## src/rtl/exp_pkg.sv

```systemverilog
// Shared state type and elaboration-time constant helpers for the exp_taylor_seq unit.
// The optional EXP_SAT_EN macro is consumed by the files that import this package.
package exp_pkg;

  typedef enum logic [1:0] {
    IDLE  = 2'd0,
    MUL_Z = 2'd1,
    MUL_R = 2'd2,
    DONE  = 2'd3
  } exp_state_e;

  function automatic longint one_f(input int frac);
    return longint'(1) << frac;
  endfunction

  // round(2^frac / k); k == 0 has no series term and maps to zero.
  function automatic longint recip_f(input int k, input int frac, input int width);
    longint r;
    if (k <= 0) return 0;
    r = (one_f(frac) + longint'(k / 2)) / longint'(k);
    if (width < 64) r = r & ((longint'(1) << width) - 1);
    return r;
  endfunction

endpackage

```

## src/rtl/exp_fx_mul.sv

```systemverilog
// Combinational signed fixed-point multiply, round-half-up to FRAC bits, optional +ONE.
// With EXP_SAT_EN defined every intermediate clamps to the WIDTH range and ovf flags it.
module exp_fx_mul
  import exp_pkg::*;
#(
  parameter int WIDTH = 32,
  parameter int FRAC  = 16
) (
  input  logic signed [WIDTH-1:0] a,
  input  logic signed [WIDTH-1:0] b,
  input  logic                    add_one,
  output logic signed [WIDTH-1:0] y
`ifdef EXP_SAT_EN
  ,
  output logic                    ovf
`endif
);

  localparam int PW = 2 * WIDTH;
  localparam logic signed [PW-1:0]    UNIT_P = PW'(1);
  localparam logic signed [PW-1:0]    HALF_P = UNIT_P <<< (FRAC - 1);
  localparam logic signed [WIDTH-1:0] ONE_W  = WIDTH'(one_f(FRAC));

  logic signed [PW-1:0] prod_p;

  assign prod_p = PW'(a) * PW'(b);

  function automatic logic signed [PW-1:0] rnd_f(input logic signed [PW-1:0] p);
    return (p + HALF_P) >>> FRAC;
  endfunction

`ifdef EXP_SAT_EN
  localparam logic signed [PW-1:0]    MAX_P = (UNIT_P <<< (WIDTH - 1)) - UNIT_P;
  localparam logic signed [PW-1:0]    MIN_P = -(UNIT_P <<< (WIDTH - 1));
  localparam logic signed [WIDTH-1:0] MAX_W = {1'b0, {(WIDTH-1){1'b1}}};
  localparam logic signed [WIDTH-1:0] MIN_W = {1'b1, {(WIDTH-1){1'b0}}};

  function automatic logic fits_f(input logic signed [PW-1:0] v);
    return (v <= MAX_P) && (v >= MIN_P);
  endfunction

  function automatic logic signed [WIDTH-1:0] sat_f(input logic signed [PW-1:0] v);
    if (v > MAX_P) return MAX_W;
    if (v < MIN_P) return MIN_W;
    return WIDTH'(v);
  endfunction

  logic signed [PW-1:0]    rnd_p;
  logic signed [PW-1:0]    sum_p;
  logic signed [WIDTH-1:0] r_w;
  logic                    r_ovf;

  always_comb begin
    rnd_p = rnd_f(prod_p);
    r_w   = sat_f(rnd_p);
    r_ovf = !fits_f(rnd_p);
    sum_p = PW'(r_w) + PW'(ONE_W);
    if (add_one) begin
      y   = sat_f(sum_p);
      ovf = r_ovf || !fits_f(sum_p);
    end else begin
      y   = r_w;
      ovf = r_ovf;
    end
  end
`else
  logic signed [WIDTH-1:0] r_w;

  // Without saturation both the rounded product and the +ONE simply wrap.
  always_comb begin
    r_w = WIDTH'(rnd_f(prod_p));
    y   = add_one ? r_w + ONE_W : r_w;
  end
`endif

endmodule

```

## src/rtl/exp_taylor_seq.sv

```systemverilog
// Sequential fixed-point e^z: Horner evaluation of an N_TERMS Taylor series, two cycles per term.
// Define EXP_SAT_EN for saturating arithmetic and the out_ovf flag; otherwise results wrap.
module exp_taylor_seq
  import exp_pkg::*;
#(
  parameter int WIDTH   = 32,
  parameter int FRAC    = 16,
  parameter int N_TERMS = 21
) (
  input  logic                    clk,
  input  logic                    rst_n,
  input  logic                    in_valid,
  output logic                    in_ready,
  input  logic signed [WIDTH-1:0] in_data,
  output logic                    out_valid,
  input  logic                    out_ready,
  output logic signed [WIDTH-1:0] out_data
`ifdef EXP_SAT_EN
  ,
  output logic                    out_ovf
`endif
);

  localparam int KW = $clog2(N_TERMS);
  localparam logic signed [WIDTH-1:0] ONE = WIDTH'(one_f(FRAC));

  if (N_TERMS < 2) begin : g_bad_terms
    $error("exp_taylor_seq: N_TERMS must be at least 2");
  end
  if (FRAC < 1 || FRAC > WIDTH - 2) begin : g_bad_frac
    $error("exp_taylor_seq: FRAC must lie in 1..WIDTH-2");
  end

  // 1/k coefficients are constants folded at elaboration; entry 0 is never addressed.
  logic signed [WIDTH-1:0] recip_tbl [N_TERMS];
  for (genvar i = 0; i < N_TERMS; i++) begin : g_recip
    assign recip_tbl[i] = WIDTH'(recip_f(i, FRAC, WIDTH));
  end

  exp_state_e              state;
  logic signed [WIDTH-1:0] z_q;
  logic signed [WIDTH-1:0] acc;
  logic [KW-1:0]           k;
  logic                    mul_r_sel;
  logic signed [WIDTH-1:0] mul_b;
  logic signed [WIDTH-1:0] mul_y;
`ifdef EXP_SAT_EN
  logic                    ovf_acc;
  logic                    mul_ovf;
`endif

  assign in_ready  = rst_n && (state == IDLE);
  assign mul_r_sel = (state == MUL_R);
  assign mul_b     = mul_r_sel ? recip_tbl[k] : z_q;

  exp_fx_mul #(
    .WIDTH (WIDTH),
    .FRAC  (FRAC)
  ) u_mul (
    .a       (acc),
    .b       (mul_b),
    .add_one (mul_r_sel),
    .y       (mul_y)
`ifdef EXP_SAT_EN
    ,
    .ovf     (mul_ovf)
`endif
  );

  always_ff @(posedge clk or negedge rst_n) begin
    if (!rst_n) begin
      state     <= IDLE;
      z_q       <= '0;
      acc       <= '0;
      k         <= '0;
      out_valid <= 1'b0;
      out_data  <= '0;
`ifdef EXP_SAT_EN
      ovf_acc   <= 1'b0;
      out_ovf   <= 1'b0;
`endif
    end else begin
      unique case (state)
        IDLE: begin
          if (in_valid) begin
            z_q   <= in_data;
            acc   <= ONE;
            k     <= KW'(N_TERMS - 1);
            state <= MUL_Z;
`ifdef EXP_SAT_EN
            ovf_acc <= 1'b0;
            out_ovf <= 1'b0;
`endif
          end
        end
        MUL_Z: begin
          acc   <= mul_y;
          state <= MUL_R;
`ifdef EXP_SAT_EN
          ovf_acc <= ovf_acc | mul_ovf;
`endif
        end
        MUL_R: begin
          acc <= mul_y;
`ifdef EXP_SAT_EN
          ovf_acc <= ovf_acc | mul_ovf;
`endif
          // The k == 1 step yields 1 + z*acc, the complete series sum.
          if (k == KW'(1)) begin
            out_data  <= mul_y;
            out_valid <= 1'b1;
            state     <= DONE;
`ifdef EXP_SAT_EN
            out_ovf   <= ovf_acc | mul_ovf;
`endif
          end else begin
            k     <= k - KW'(1);
            state <= MUL_Z;
          end
        end
        DONE: begin
          if (out_ready) begin
            out_valid <= 1'b0;
            state     <= IDLE;
          end
        end
        default: state <= IDLE;
      endcase
    end
  end

endmodule

```

## config.mk

```make
export PLATFORM = sky130hd
export DESIGN_NAME = exp_taylor_seq
export DESIGN_NICKNAME = d
export VERILOG_FILES = /design/src/rtl/exp_pkg.sv /design/src/rtl/exp_fx_mul.sv /design/src/rtl/exp_taylor_seq.sv
export SDC_FILE = /design/constraint.sdc
export NUM_CORES = 2
export LEC_CHECK = 0
export CAP_MARGIN = 0
export CORE_MARGIN = 4
export CORE_UTILIZATION = 28
export DETAILED_ROUTE_END_ITERATION = 10
export HOLD_SLACK_MARGIN = 0.15
export MAX_ROUTING_LAYER = met4
export PLACE_DENSITY_LB_ADDON = 0.3
export SYNTH_ARGS = -nofsm -noshare
export SYNTH_HDL_FRONTEND = slang
export SYNTH_SLANG_ARGS = --single-unit
```

## constraint.sdc

```tcl
create_clock -name clk -period 22.5 [get_ports clk]
set_clock_uncertainty 0.15 [all_clocks]
set_input_delay 5.625 -clock clk [delete_from_list [all_inputs] [get_ports clk]]
set_output_delay 5.625 -clock clk [all_outputs]
set_load 0.1 [all_outputs]
```

==> flow_summary.toml <==
[clocking]
cts_buffer_depth = 2
clkLatencyLatePin_ns = 0.40
htreeDepth = 3
post-cts-setup-buffers = 0
cts_buffers = 9
cts_resized = 0
cts_hold_buf = 0
clkSlewWorstSetupHoldPaths_ns = 0.08
cts_tree = "yes"
cts_root_buf = "clkbuf_16"
clock-sinks = 104

[timing]
worst_pin_slew_ns = 1.03
rsz0062_at_grt = "no"
fin_crit_sh = 0.588
max_freq_mhz = 75.6
hold_viol = 0
fin_crit_ns = 13.22
setup_viol = 0
slew_viol_final = 0
finalSetupTns_ns = 0
maxSlewHeadroom = 0.310

[synthesis]
ys_types = 85
ys_warn_count = 0
synth_edf_count = 0
synth-seq-area-share = 0.0747
yosysTopAreaCellShare = 0.482
postSynthAreaPerCell_um2 = 9.27
synth_top_area_cell = "fa_1"
yosys_most_used_dff = "dfrtp_1"
netlist_instances = 3759
synth_area_leaders = "fa_1 (48%), and2_1 (9.4%), inv_1 (9.0%), dfrtp_1 (7.5%), ha_1 (6.3%)"
ys_async_sr_fraction = 1.00
syn-cell-area_um2 = 34800
ys_seq_elements = 104
syn_nets = 4810

[setup_path]
cp.required_ns = 16.73
r2r-start = "state[0]"
cp_cell_sequence = "buf_4, and2_1, clkdlybuf4s50_1"
reg2reg_depth = 34
path_class = "primary input to output port"
cpLargestDelayFamily = "buffers and inverters"
arrival_ns = 7.45
critical-path-slowest-cell = "clkdlybuf4s50_1"
path_max_fanout = 41
rr_endpoint = "out_data[31]"
endpoint_kind = "output port"
crit_buf_inv = 2
worst_setup_path_start_kind = "primary input"
r2r_slack_ns = 11.87
slowest_delay_ns = 1.14

[finish]
multi_input_area_um2 = 28400
layout_common_cells = "fa_1 (839), inv_1 (832), and2_1 (521)"
layout-drive-gt1-share = 0.0514
fill_cells = 13200
layout_commonest_cell = "fa_1"
synthToLayoutAreaGrowth_pct = 8.14
layout.nets = 4742
regArea_um2 = 2610

[floorplan]
std_cell_rows = 129
dieHeight_um = 361
design.core.area_um2 = 124000
ios = 70
start_util = 0.282
die_area_um2 = 130000
die_w_um = 361

[grt]
grt_usage = 0.157
antenna_found_initial = 3
grt_first_pass_wirelength_um = 157000
overflow = 0
grt_pass1_vias = 27200
grt_max_degree = 66

[routing]
wl_per_cell_um = 17.9
wirelength_um = 95500
detail-route-antenna-nets = 0
dr.first_iter.drc_count = 1232
dr.pass1.iters = 7
num_vias = 24400
via_per_inst = 4.57
drc = 0

[flow_run]
maxCapViolCount = 0

[min_path]
hold_end = "acc[6]"
hold_path_depth = 2
worstHoldStart = "acc[6]"
min_path_type = "flip-flop to flip-flop"

[placement]
dp_hpwl_um = 75400
place.port_buffers = 69
gp_congestion = 0.879

[status]
status = "completed"
-- worst min-delay path: stages (launching register included) --
cell and delay (ns):
dfrtp_2 0.36, nand2_1 0.04, o21ai_0 0.06
-- cells by family after synthesis --
family,after synthesis,share of synthesized area
mux,57,0.0182
xor+xnor,78,0.0196
compound gates,265,0.0496
flops,104,0.0747
simple gates,1195,0.179
buf+inv,1045,0.113
fa+ha+maj,1015,0.545
-- sequential cells by signal, summed over array words and instances, names as in the netlist --
signal / count
acc: 32
state: 2
out_data: 32
out_valid: 1
k: 5
z_q: 32
-- cell type report --
cell class                 count  area share
clock inverter                 6     0.00130
multi-input combinational   2610       0.754
antenna                        3    0.000199
tap                         1637      0.0544
clock buffer                  10     0.00634
sequential                   104      0.0694
inverter                     834      0.0831
timing repair buffer         132      0.0308
-- layer usage --
layer  track usage  wire (um)  vias up
met4        0.0241       1260        0
met3        0.0111       3170       68
met1         0.214      44400    13000
li1              -          -    10900
met2         0.263      46700      449
met5             -          0        -
-- cell usage after synthesis (all sizes together) (4+ instances only) --
cell type / count
a211oi: 5
a21o: 7
a21oi: 76
a221oi: 4
a22o: 19
a22oi: 4
a31oi: 13
and2: 521
and3: 10
and4: 4
buf: 18
clkbuf: 193
dfrtp: 104
fa: 839
ha: 176
inv: 833
mux2: 52
mux2i: 5
nand2: 436
nand2b: 21
nand3: 21
nand4: 13
nor2: 67
nor2b: 53
nor3: 23
nor4: 9
o211ai: 14
o21a: 10
o21ai: 75
o31ai: 4
xnor2: 60
xor2: 18
-- per-stage QoR --
step	cell area [um^2]	setup slack [ns]	instances	hold WS, ns	util
after global placement	37400	9.25	5317	0.321	0.302
after floorplan	34800	10.36	3759	0.321	-
final	37700	9.28	5336	0.345	0.305
after global routing	37700	9.18	5333	0.366	0.305
after CTS	37700	9.24	5333	0.345	0.305
after detailed placement	37400	9.24	5317	0.327	0.302
-- worst max-delay path by stage --
stage                     startpoint        to  slack (ns)  depth (start not counted)
final                          rst_n  in_ready        9.28                          3
after global routing           rst_n  in_ready        9.18                          3
after CTS                      rst_n  in_ready        9.24                          3
after detailed placement       rst_n  in_ready        9.24                          3
after global placement         rst_n  in_ready        9.25                          3
after floorplan                rst_n  in_ready       10.36                          1
Power is not shown: default switching activity piles up to over one toggle a cycle in this logic, so the estimate is an artifact.
